===== src/rtl/epass_arb_pkg.sv =====
// Shared constants for the Epass verifier arbiter: verdict codes, FSM encoding, defaults.
package epass_arb_pkg;

    localparam logic [1:0] RSP_PENDING = 2'b00;
    localparam logic [1:0] RSP_INVALID = 2'b01;
    localparam logic [1:0] RSP_VALID   = 2'b10;
    localparam logic [1:0] RSP_ERROR   = 2'b11;

    localparam logic [1:0] ST_IDLE  = 2'd0;
    localparam logic [1:0] ST_ISSUE = 2'd1;
    localparam logic [1:0] ST_WAIT  = 2'd2;
    localparam logic [1:0] ST_RESP  = 2'd3;

    localparam int DEFAULT_TIMEOUT = 200;

    // Pointer width for a lane index; never below one bit.
    function automatic int ptr_width(input int n);
        return (n > 1) ? $clog2(n) : 1;
    endfunction

endpackage


===== src/rtl/epass_verify_arbiter_rr_picker.sv =====
// Combinational round-robin picker: first requester strictly after ptr, wrapping.
module rr_picker #(
    parameter int N     = 2,
    parameter int PTR_W = 1
) (
    input  logic [N-1:0]     req,
    input  logic [PTR_W-1:0] ptr,
    output logic [N-1:0]     gnt,
    output logic             any
);
    always_comb begin
        gnt = '0;
        any = 1'b0;
        for (int off = 1; off <= N; off++) begin
            for (int i = 0; i < N; i++) begin
                if (!any && req[i] && (((int'(ptr) + off) % N) == i)) begin
                    gnt[i] = 1'b1;
                    any    = 1'b1;
                end
            end
        end
    end
endmodule


===== src/rtl/epass_verify_arbiter.sv =====
// Shares one Epass verifier among NUM_LANES lanes: round-robin grant, start/done handshake, watchdog.
// Build option FIXED_PRIO_LANE0_EN: lane 0 wins whenever it requests and leaves rr_ptr untouched.
module epass_verify_arbiter
    import epass_arb_pkg::*;
#(
    parameter int NUM_LANES = 2,
    parameter int TAG_W     = 8,
    parameter int TIMEOUT   = DEFAULT_TIMEOUT
) (
    input  logic                       clk,
    input  logic                       reset_n,
    input  logic [NUM_LANES-1:0]       lane_req,
    input  logic [NUM_LANES*TAG_W-1:0] lane_tag,
    output logic [NUM_LANES-1:0]       lane_grant,
    output logic [NUM_LANES-1:0]       lane_rsp_vld,
    output logic [1:0]                 lane_rsp,
    output logic                       ver_start,
    output logic [TAG_W-1:0]           ver_tag,
    input  logic                       ver_done,
    input  logic [1:0]                 ver_result,
    output logic                       busy,
    output logic                       timeout_err
);
    localparam int         PTR_W        = ptr_width(NUM_LANES);
    localparam logic [7:0] TIMEOUT_LAST = 8'(TIMEOUT - 1);

    logic [1:0]                        state;
    logic [PTR_W-1:0]                  rr_ptr;
    logic [7:0]                        timer;
    logic                              abandoned;
    logic [NUM_LANES-1:0][TAG_W-1:0]   tags;
    logic [NUM_LANES-1:0]              pick;
    logic                              pick_any;
    logic [NUM_LANES-1:0]              win;
    logic [TAG_W-1:0]                  win_tag;
    logic [PTR_W-1:0]                  grant_idx;
    logic                              owner_req;
    logic                              expire;

    assign tags = lane_tag;

    rr_picker #(.N(NUM_LANES), .PTR_W(PTR_W)) u_pick (
        .req (lane_req),
        .ptr (rr_ptr),
        .gnt (pick),
        .any (pick_any)
    );

    always_comb begin
        win = pick;
`ifdef FIXED_PRIO_LANE0_EN
        if (lane_req[0]) begin
            win    = '0;
            win[0] = 1'b1;
        end
`endif
    end

    always_comb begin
        win_tag   = '0;
        grant_idx = '0;
        for (int i = 0; i < NUM_LANES; i++) begin
            if (win[i])        win_tag   = tags[i];
            if (lane_grant[i]) grant_idx = PTR_W'(i);
        end
    end

    // A lane that lets go of its request mid-transaction forfeits the verdict pulse.
    assign owner_req = |(lane_req & lane_grant);

    // Expiry is decided in the same cycle as ver_done so a coincident done can win.
    assign expire      = (state == ST_WAIT) && !ver_done && (timer == TIMEOUT_LAST);
    assign timeout_err = expire;
    assign busy        = (state != ST_IDLE);

    always_ff @(posedge clk or negedge reset_n) begin
        if (!reset_n) begin
            state        <= ST_IDLE;
            rr_ptr       <= PTR_W'(NUM_LANES - 1);
            timer        <= '0;
            abandoned    <= 1'b0;
            lane_grant   <= '0;
            lane_rsp_vld <= '0;
            lane_rsp     <= RSP_PENDING;
            ver_start    <= 1'b0;
            ver_tag      <= '0;
        end else begin
            ver_start    <= 1'b0;
            lane_rsp_vld <= '0;
            if ((state == ST_ISSUE || state == ST_WAIT) && !owner_req)
                abandoned <= 1'b1;
            case (state)
                ST_IDLE: begin
                    if (pick_any) begin
                        lane_grant <= win;
                        ver_tag    <= win_tag;
                        ver_start  <= 1'b1;
                        abandoned  <= 1'b0;
                        state      <= ST_ISSUE;
                    end
                end
                ST_ISSUE: begin
                    timer <= '0;
                    state <= ST_WAIT;
                end
                ST_WAIT: begin
                    if (ver_done || expire) begin
                        lane_rsp     <= ver_done ? ver_result : RSP_ERROR;
                        lane_rsp_vld <= (abandoned || !owner_req) ? '0 : lane_grant;
                        state        <= ST_RESP;
                    end else begin
                        timer <= timer + 8'd1;
                    end
                end
                default: begin
`ifdef FIXED_PRIO_LANE0_EN
                    if (!lane_grant[0]) rr_ptr <= grant_idx;
`else
                    rr_ptr <= grant_idx;
`endif
                    lane_grant <= '0;
                    state      <= ST_IDLE;
                end
            endcase
        end
    end

endmodule


===== config.mk =====
export PLATFORM = sky130hd
export DESIGN_NAME = epass_verify_arbiter
export DESIGN_NICKNAME = d
export VERILOG_FILES = /design/src/rtl/epass_arb_pkg.sv /design/src/rtl/epass_verify_arbiter_rr_picker.sv /design/src/rtl/epass_verify_arbiter.sv
export SDC_FILE = /design/constraint.sdc
export NUM_CORES = 1
export LEC_CHECK = 0
export ABC_AREA = 0
export CORE_MARGIN = 3
export CORE_UTILIZATION = 41
export DETAILED_ROUTE_END_ITERATION = 7
export GPL_TIMING_DRIVEN = 0
export PLACE_DENSITY = 0.7
export SLEW_MARGIN = 20
export SYNTH_ARGS = -nofsm -noshare
export SYNTH_HDL_FRONTEND = slang
export SYNTH_HIERARCHICAL = 1
export SYNTH_SLANG_ARGS = --single-unit

===== constraint.sdc =====
create_clock -name clk -period 2.2 [get_ports clk]
set_input_delay 0.44 -clock clk [delete_from_list [all_inputs] [get_ports clk]]
set_output_delay 0.44 -clock clk [all_outputs]
set_load 0.005 [all_outputs]

# == Word-level counts from Yosys, hierarchy flattened ==
# Index checks and enable logic that the tools add are counted.
# totals
ff_bits,27
out_inout_bits,17
word_cells,81
in_bits,23
# classes
mux,26
n_bitwise,4
n_eq_ne,8
addsub,3
reduce_logical,31
# op_table
op,n
32-bit logical NOT,2
8-bit two-way mux,3
8-bit case mux with 2 select lines,1
2-bit two-way mux,7
1-bit two-way mux,13
1-bit logical AND,10
2-bit AND reduction,5
8-bit by 1-bit adder with 8-bit output (second input constant),1
8-bit == test (second input constant),1
2-bit == test (second input constant),3
2-bit case mux with 3 select lines,1
1-bit logical NOT,5
2-bit inequality test (second input constant),2
2-bit case mux with 2 select lines,1
2-bit nonzero test,2
2-bit OR reduction,2
1-bit logical OR,3
3-bit OR reduction,1
1-bit adder (second input constant),2
1-bit AND (first input constant),2
2-bit AND,1
2-bit by 1-bit == test with 1-bit output (second input constant),1
2-bit logical NOT,1
2-bit by 1-bit inequality test with 1-bit output (second input constant),1
1-bit inverter,1

# == Depth between registers and ports, before layout ==
# depth
depth_word,19
depth_mapped,6
mapped_depth_nobuf,6

# == Modules after synthesis ==
# Netlist, hierarchy kept.
# by_module_without_submodules
module,n_inst,area_each_um2,seq_area_each_um2,cells_each
epass_verify_arbiter,1,1368.8,676.9,133
rr_picker,1,25.0,0.0,4

# == Least setup slack after synthesis ==
# No wires, ideal clock.
# synth_path
kind,register -> register
start,register state[0]
end,register state[1]
n_path_buf,0
synth_period_minus_slack_ns,1.659
path_slack_ns,0.541
setup_time_ns,0.127
required_ns,2.073
stages_incl_launch_ff,7
arrival_time_ns,1.532
cell_sequence,dfrtp_1 > inv_1 > ha_1 > nand2b_1 > a31o_2 > nand2_1 > mux2_1
# synth_between
elab_chain_len,6
word_cells_on_any_way,10
cone_classes,4 x eq/ne; 1 x mux; 5 x reduce/logical
# synth_rtl
element,line,text
"start, declared",epass_verify_arbiter.sv:27,logic [1:0] state;
"start signal, assigned",epass_verify_arbiter.sv:78,state <= ST_IDLE;
"start signal, assigned",epass_verify_arbiter.sv:99,state <= ST_ISSUE;
"start signal, assigned",epass_verify_arbiter.sv:104,state <= ST_WAIT;
2-bit == test,"epass_verify_arbiter.sv:72, epass_verify_arbiter.sv:92",
1-bit logical AND (2 in series),epass_verify_arbiter.sv:72,assign expire = (state == ST_WAIT) && !ver_done && (timer == TIMEOUT_LAST);
1-bit logical OR,epass_verify_arbiter.sv:107,if (ver_done || expire) begin
2-bit by 1-bit inequality test with 1-bit output (no source line),n/a,
2-bit AND reduction (no source line),n/a,
# Several ways; a longest one is shown, not always the timed one.
# A chain may end at the register's enable or synchronous reset.

# == Final worst setup path ==
# layout_path
start,register timer[0]
end,output timeout_err
# layout_between
elab_chain_len,2
# layout_rtl
element,line,text
"start, declared",epass_verify_arbiter.sv:29,logic [7:0] timer;
"start signal, assigned",epass_verify_arbiter.sv:112,timer <= timer + 8'd1;
8-bit == test,epass_verify_arbiter.sv:72,
1-bit logical AND,epass_verify_arbiter.sv:72,
"end, declared",epass_verify_arbiter.sv:22,output logic timeout_err
# No other way between the ends.

==> impl_metrics.env <==
export IMPL_seq_area_frac_synth_pct=48.6
export IMPL_root_buffer="clkbuf_4"
export IMPL_hold_violations=0
export IMPL_post_route_min_period_ns=2.11
export IMPL_detail_route_antenna_nets=0
export IMPL_crit_chain="ha_2, and4b_4, nand3_1, nor2_1, dlygate4sd2_1"
export IMPL_drtIter0Drc=32
export IMPL_finClkSkew_ns=0.00643
export IMPL_synth_compound_area_share_pct=20.1
export IMPL_synth_top_family_by_area="compound AO/OA/AOI/OAI gates"
export IMPL_synth_xor_area_share_pct=1.89
export IMPL_gp_congestion=0.847
export IMPL_h_tree_depth=1
export IMPL_final_nets=212
export IMPL_maxCapViolCount=0
export IMPL_clk_latency_ns=0.33
export IMPL_wl_per_cell_um=13.9
export IMPL_setup_viol_count_final=0
export IMPL_cpLargestDelayFamily="flip-flops"
export IMPL_fin_crit_sh_pct=96.1
export IMPL_start_util_pct=44.2
export IMPL_status="completed"
export IMPL_grt_start_max_net_pins=28
export IMPL_drt_wl_total_mm=3.15
export IMPL_cts_made_buffers=3
export IMPL_ir_drop_mv=0.531
export IMPL_relSlewSlack_pct=60.0
export IMPL_hpwl_mm=2.31
export IMPL_rsz0062_at_grt="true"
export IMPL_synth_distinct_cells=41
export IMPL_first_pass_iters=4
export IMPL_tightest_slew_ns=0.600
export IMPL_holdBufCountCts=0
export IMPL_critPathMaxFanout=5
export IMPL_ios=40
export IMPL_synthArstFlopShare_pct=100
export IMPL_clkSinkCount=27
export IMPL_tns_ns=0
export IMPL_cp_required_ns=1.76
export IMPL_crit_slowest_cell="dfrtp_1"
export IMPL_leakage_nw=0.809
export IMPL_synth_adder_area_share_pct=4.49
export IMPL_numPortBuffers=39
export IMPL_die_h_um=64.3
export IMPL_synth_edf_count=0
export IMPL_fmax_ghz=0.473
export IMPL_min_path_type="in2async"
export IMPL_avgSynthCellArea_um2=10.2
export IMPL_finalPower_mw=2.03
export IMPL_clockBufferDepth=2
export IMPL_path_clk_slew_ns=0.15
export IMPL_grt_pass1_wl_mm=5.30
export IMPL_end_kind="output port"
export IMPL_synthMuxAreaShare_pct=2.33
export IMPL_critPathArrivalTime_ns=1.67
export IMPL_synth_seq_cells=27
export IMPL_drive_above_1_share_pct=11.5
export IMPL_dieWidth_um=64.3
export IMPL_cts_tree="built"
export IMPL_synth_nets=165
export IMPL_critPathMaxStageDelay_ns=0.46
export IMPL_antenna_found_initial=0
export IMPL_critPathKind="reg2out"
export IMPL_yosys_warnings=6
export IMPL_num_antenna_cells=0
export IMPL_syn2layout_area_growth_pct=36.5
export IMPL_row_count=20
export IMPL_cp_num_buf_inv=1
export IMPL_core_um2=3150
export IMPL_yosys_area_share_simple_pct=19.0
export IMPL_syn_cell_area_um2=1390
export IMPL_vias=1186
export IMPL_viasPerCell=5.22
export IMPL_syn_inst=137
export IMPL_grt_ovfl_total=0
export IMPL_grt_util_all_layers_pct=16.2
export IMPL_synthFlopType="dfrtp_1"
export IMPL_drv_slew=0
export IMPL_grt_pass1_vias=1190
export IMPL_drc_errors=0
export IMPL_powerDensity_nw_per_um2=1070
export IMPL_n_fill_cell=285
export IMPL_cp_start_kind="flip-flop"
export IMPL_die_area_um2=4140
[repair_timing]
action                                  4_1_cts  5_1_grt
endpoints found under the setup margin        1        2
gates cloned                                  0        0
pin swaps                                     1        0
setup buffers                                 2        1
gates resized for setup                       3        4
[routing by layer]
| layer | vias to the layer above | global-route usage [%] | wire (um) | part of all wire (%) |
|---|---|---|---|---|
| met1 | 557 | 19.4 | 1330 | 42 |
| met4 | 0 | 3.96 | 10 | 0.32 |
| met5 | - | 0 | 0 | 0 |
| li1 | 585 | - | - | - |
| met2 | 42 | 28.5 | 1570 | 50 |
| met3 | 2 | 4.39 | 234 | 7.4 |
[area by class of cell]
cell class                      count  area, um^2  share of cell area, %
Timing Repair Buffer               42         407                   21.4
Tap cell                           44        55.1                   2.89
Clock buffer                        3        22.5                   1.18
Clock inverter                      1        5.00                  0.263
Sequential cell                    27         679                   35.7
Multi-Input combinational cell     98         684                   36.0
Buffer                              6        27.5                   1.45
Inverter                            6        22.5                   1.18
[sequential cells by signal, summed over array words and instances (netlist names)]
| signal | count |
|---|---|
| ver_tag | 8 |
| lane_rsp | 2 |
| abandoned | 1 |
| rr_ptr | 1 |
| lane_rsp_vld | 2 |
| lane_grant | 2 |
| state | 2 |
| ver_start | 1 |
| timer | 8 |
[power breakdown]
part	switching (mW)	total [mW]	leakage [nW]	internal [mW]
clock network	0.151	0.219	0.0177	0.0682
logic	0.452	0.998	0.457	0.546
registers	0.131	0.812	0.334	0.681
total	0.734	2.03	0.809	1.29
[logic make-up after synthesis]
family	after synthesis
flops	27
mux	3
xor+xnor	3
buf+inv	12
compound gates	39
fa+ha+maj	5
simple gates	48
[cell usage in the layout (no fill, tap or decap), drive strengths merged, types with 2 or more instances in the layout]
cell and n:
clkbuf 7, o22a 2, a31oi 2, dfrtp 26
inv 6, a21o 4, o21ai 2, xor2 3
o211ai 3, buf 6, a21boi 2, clkdlybuf4s50 37
nor2b 4, a22o 2, nor4b 2, nand3 4
a21oi 11, nor3b 3, nand2b 5, a22oi 8
mux2 2, nand2 9, ha 5, nor2 13
[synthesized netlist by cell type (2+ instances only)]
cell / count / area (um^2)
o211ai_1: 3 / 22.5
nor2_1: 13 / 48.8
dfrtp_1: 26 / 651
a22o_1: 2 / 17.5
a21boi_1: 2 / 15.0
nand3_1: 4 / 20.0
xor2_1: 3 / 26.3
nor2b_1: 4 / 25.0
inv_1: 6 / 22.5
nand2b_1: 4 / 25.0
o22a_1: 2 / 17.5
a21oi_1: 11 / 55.1
nand2_1: 9 / 33.8
nor3b_1: 3 / 22.5
nor4b_1: 2 / 17.5
a22oi_1: 8 / 60.1
ha_1: 5 / 62.6
a21o_1: 4 / 30.0
clkbuf_1: 4 / 15.0
[path summary, 6_finish.rpt]
check	from	endpoint	slack (ns)	cells past startpoint
min in group clk	abandoned	lane_rsp_vld[1]	0.49	1
worst min-delay path	reset_n	lane_grant[0]	0.09	1
worst min register to register	abandoned	lane_rsp_vld[1]	0.49	1
worst max register to register	timer[0]	state[1]	0.39	6
max in group asynchronous	reset_n	state[1]	1.69	1
worst max-delay path	timer[0]	timeout_err	0.09	5
[per-stage QoR]
stage	util, %	cell area (um^2)	cells	worst slack, ns	hold slack, ns
2_1_floorplan	-	1390	137	0.541	0.144
3_3_place_gp	58.3	1840	220	-0.122	0.451
3_5_place_dp	58.2	1830	220	-0.131	0.460
4_1_cts	59.6	1880	226	0.0638	0.109
5_1_grt	60.4	1900	227	-0.0166	0.124
6_report	60.4	1900	227	0.0850	0.0940
Power figures use the tool's default switching activity.
==> variant (same flow settings) <==
Set the parameter `NUM_LANES` to 4 (it was 2).
--- a/src/rtl/epass_verify_arbiter.sv
+++ b/src/rtl/epass_verify_arbiter.sv
@@ -3,7 +3,7 @@
 module epass_verify_arbiter
     import epass_arb_pkg::*;
 #(
-    parameter int NUM_LANES = 2,
+    parameter int NUM_LANES = 4,
     parameter int TAG_W     = 8,
     parameter int TIMEOUT   = DEFAULT_TIMEOUT
 ) (
Interface: changed (resized lane_grant, lane_req, lane_rsp_vld and lane_tag); port bits go from 40 to 62. The function was not compared with the original's and may differ.
==> variant against the original RTL <==
Worst setup slack improved by 30 ps; synthesized area increased by 29%; synthesized cell count increased by 39%; final area increased by 40%; power increased by 45%; critical endpoint is now ver_tag[6]; critical path depth increased by 3; sequential cell count increased by 5; hold slack improved by 110 ps; maximum frequency increased by 1.5%; clock skew increased by 1.7 ps; cell count increased by 38%; wire length increased by 50%; sequential share of layout area decreased by 5.5 points.
==> variant: results (changes against the original RTL) <==
[power_and_ir_drop]
ir_worst_vdd_uv=490.6  ; -7.5%
p_leak_nw=1.225  ; +51%

[finish]
final_cells=314  ; +38%
fillCellCount=383  ; +34%
drive_above_1_share_pct=14.39  ; +2.9 points
reg.largest.list=timer (8), ver_tag (8)
n_antenna_cell=0  ; unchanged

[clock_network]
numCtsBuffers=5  ; +2
h-tree-depth=2  ; +1
clkTransAtPathRegs_ps=70  ; -80 ps
cts_resized=12  ; +9
postCtsSetupBuffers=5  ; +3
clock_latency_ps=280  ; -50 ps

[setup_path]
crit_arrival_ps=2290  ; +620 ps
rr_worst_depth=7  ; +1
critical_path.startpoint=lane_req[2]
crit_path_max_fanout=10  ; +5
cpLargestDelayFamily=compound AO/OA/AOI/OAI gates
slowest_stage=clkdlybuf4s50_1
timing.rr.start=rr_ptr[1]
worstSetupEndpoint=ver_tag[6]

[place]
dp.cells=302  ; +37%
hpwl_um=3452  ; +50%
gp_congestion=0.8291  ; -2.1%
preCtsSetupSlack_ps=-438.9  ; -307.9 ps
io_buffers=61  ; +56%

[grt]
track_usage_pct=19.86  ; +3.7 points
grt_pass1_vias=1700  ; +43%
grt_max_degree=33  ; +18%
grt_pass1_wl_um=8010  ; +51%

[yosys]
synth_xor_area_share_pct=0.4861  ; -1.4 points
synthTopCellsByArea=dfrtp_1 42%, a211o_1 4.4%, nor2_1 4.2%
ys_seq_area_share_pct=44.58  ; -4.0 points
ys_types=47  ; +15%
syn_nets=237  ; +44%
synth_commonest_cells=30 x dfrtp_1, 20 x nor2_1, 16 x inv_1
synth_cells=191  ; +39%
synth_compound_area_share_pct=27.36  ; +7.3 points

[status]
status=finished, final reports clean

[route]
drtIter0Drc=67  ; +110%
via_count=1711  ; +44%

[timing]
worstMarginPinSlew_ps=713.2  ; +113.7 ps
fin_worst_skew_ps=8.162  ; +1.730 ps

-- variant: changes by cell type after synthesis, sizes merged, moves of 6 or more --
cell	before	now
and3	0	6
a22oi	8	2
nor2	13	20
a221oi	0	7
a31oi	2	10
a211o	0	9
inv	6	17
-- variant: logic make-up after synthesis --
kind of cell,Yosys count
and+or+nand+nor,62
muxes,1
adders and majority gates,5
DFF,32
buffers and inverters,25
xor gates and xnor gates,1
AOI/OAI and AO/OA,65
-- variant: metal layers --
layer | GRT usage [%] | routed length [um] | vias to the layer above
met5 | 0 | 0 | -
met4 | 5.637 | 51 | 0
met3 | 9.141 | 501 | 5
met2 | 31.65 | 2158 | 76
met1 | 24.12 | 2028 | 790
li1 | - | - | 840
-- variant: final cells by class --
type / instances / area share [%]
Buffer: 6 / 1.502
Clock buffer: 6 / 2.722
Clock inverter: 2 / 0.4693
Inverter: 17 / 2.393
Multi-Input combinational cell: 134 / 35.80
Sequential cell: 32 / 30.17
Tap cell: 50 / 2.346
Timing Repair Buffer: 67 / 24.59
-- variant: per-stage QoR --
stage	setup TNS [ps]	instance area, um^2	hold WS [ps]	utilization [%]
after global routing	0	2666	249.7	64.79
after detailed placement	-4047	2470	485.5	60.02
after floorplan	0	1802	144.4	-
after global placement	-3917	2475	472.2	60.14
final	0	2666	203.0	64.79
after CTS	-125.8	2646	225.1	64.31
-- variant: where the power goes --
| group | internal [mW] | switching, mW |
|---|---|---|
| clock | 0.221 | 0.221 |
| combinational | 0.795 | 0.692 |
| sequential | 0.817 | 0.197 |
| total | 1.83 | 1.11 |
-- variant: worst reg2reg max path, cell delays in order, from the launching register on --
cell and delay (ps):
dfstp_2 610, nor2_1 70, o311a_1 380, clkbuf_4 210, and3b_1 220, a211oi_1 40
a211o_1 240, a31oi_1 170
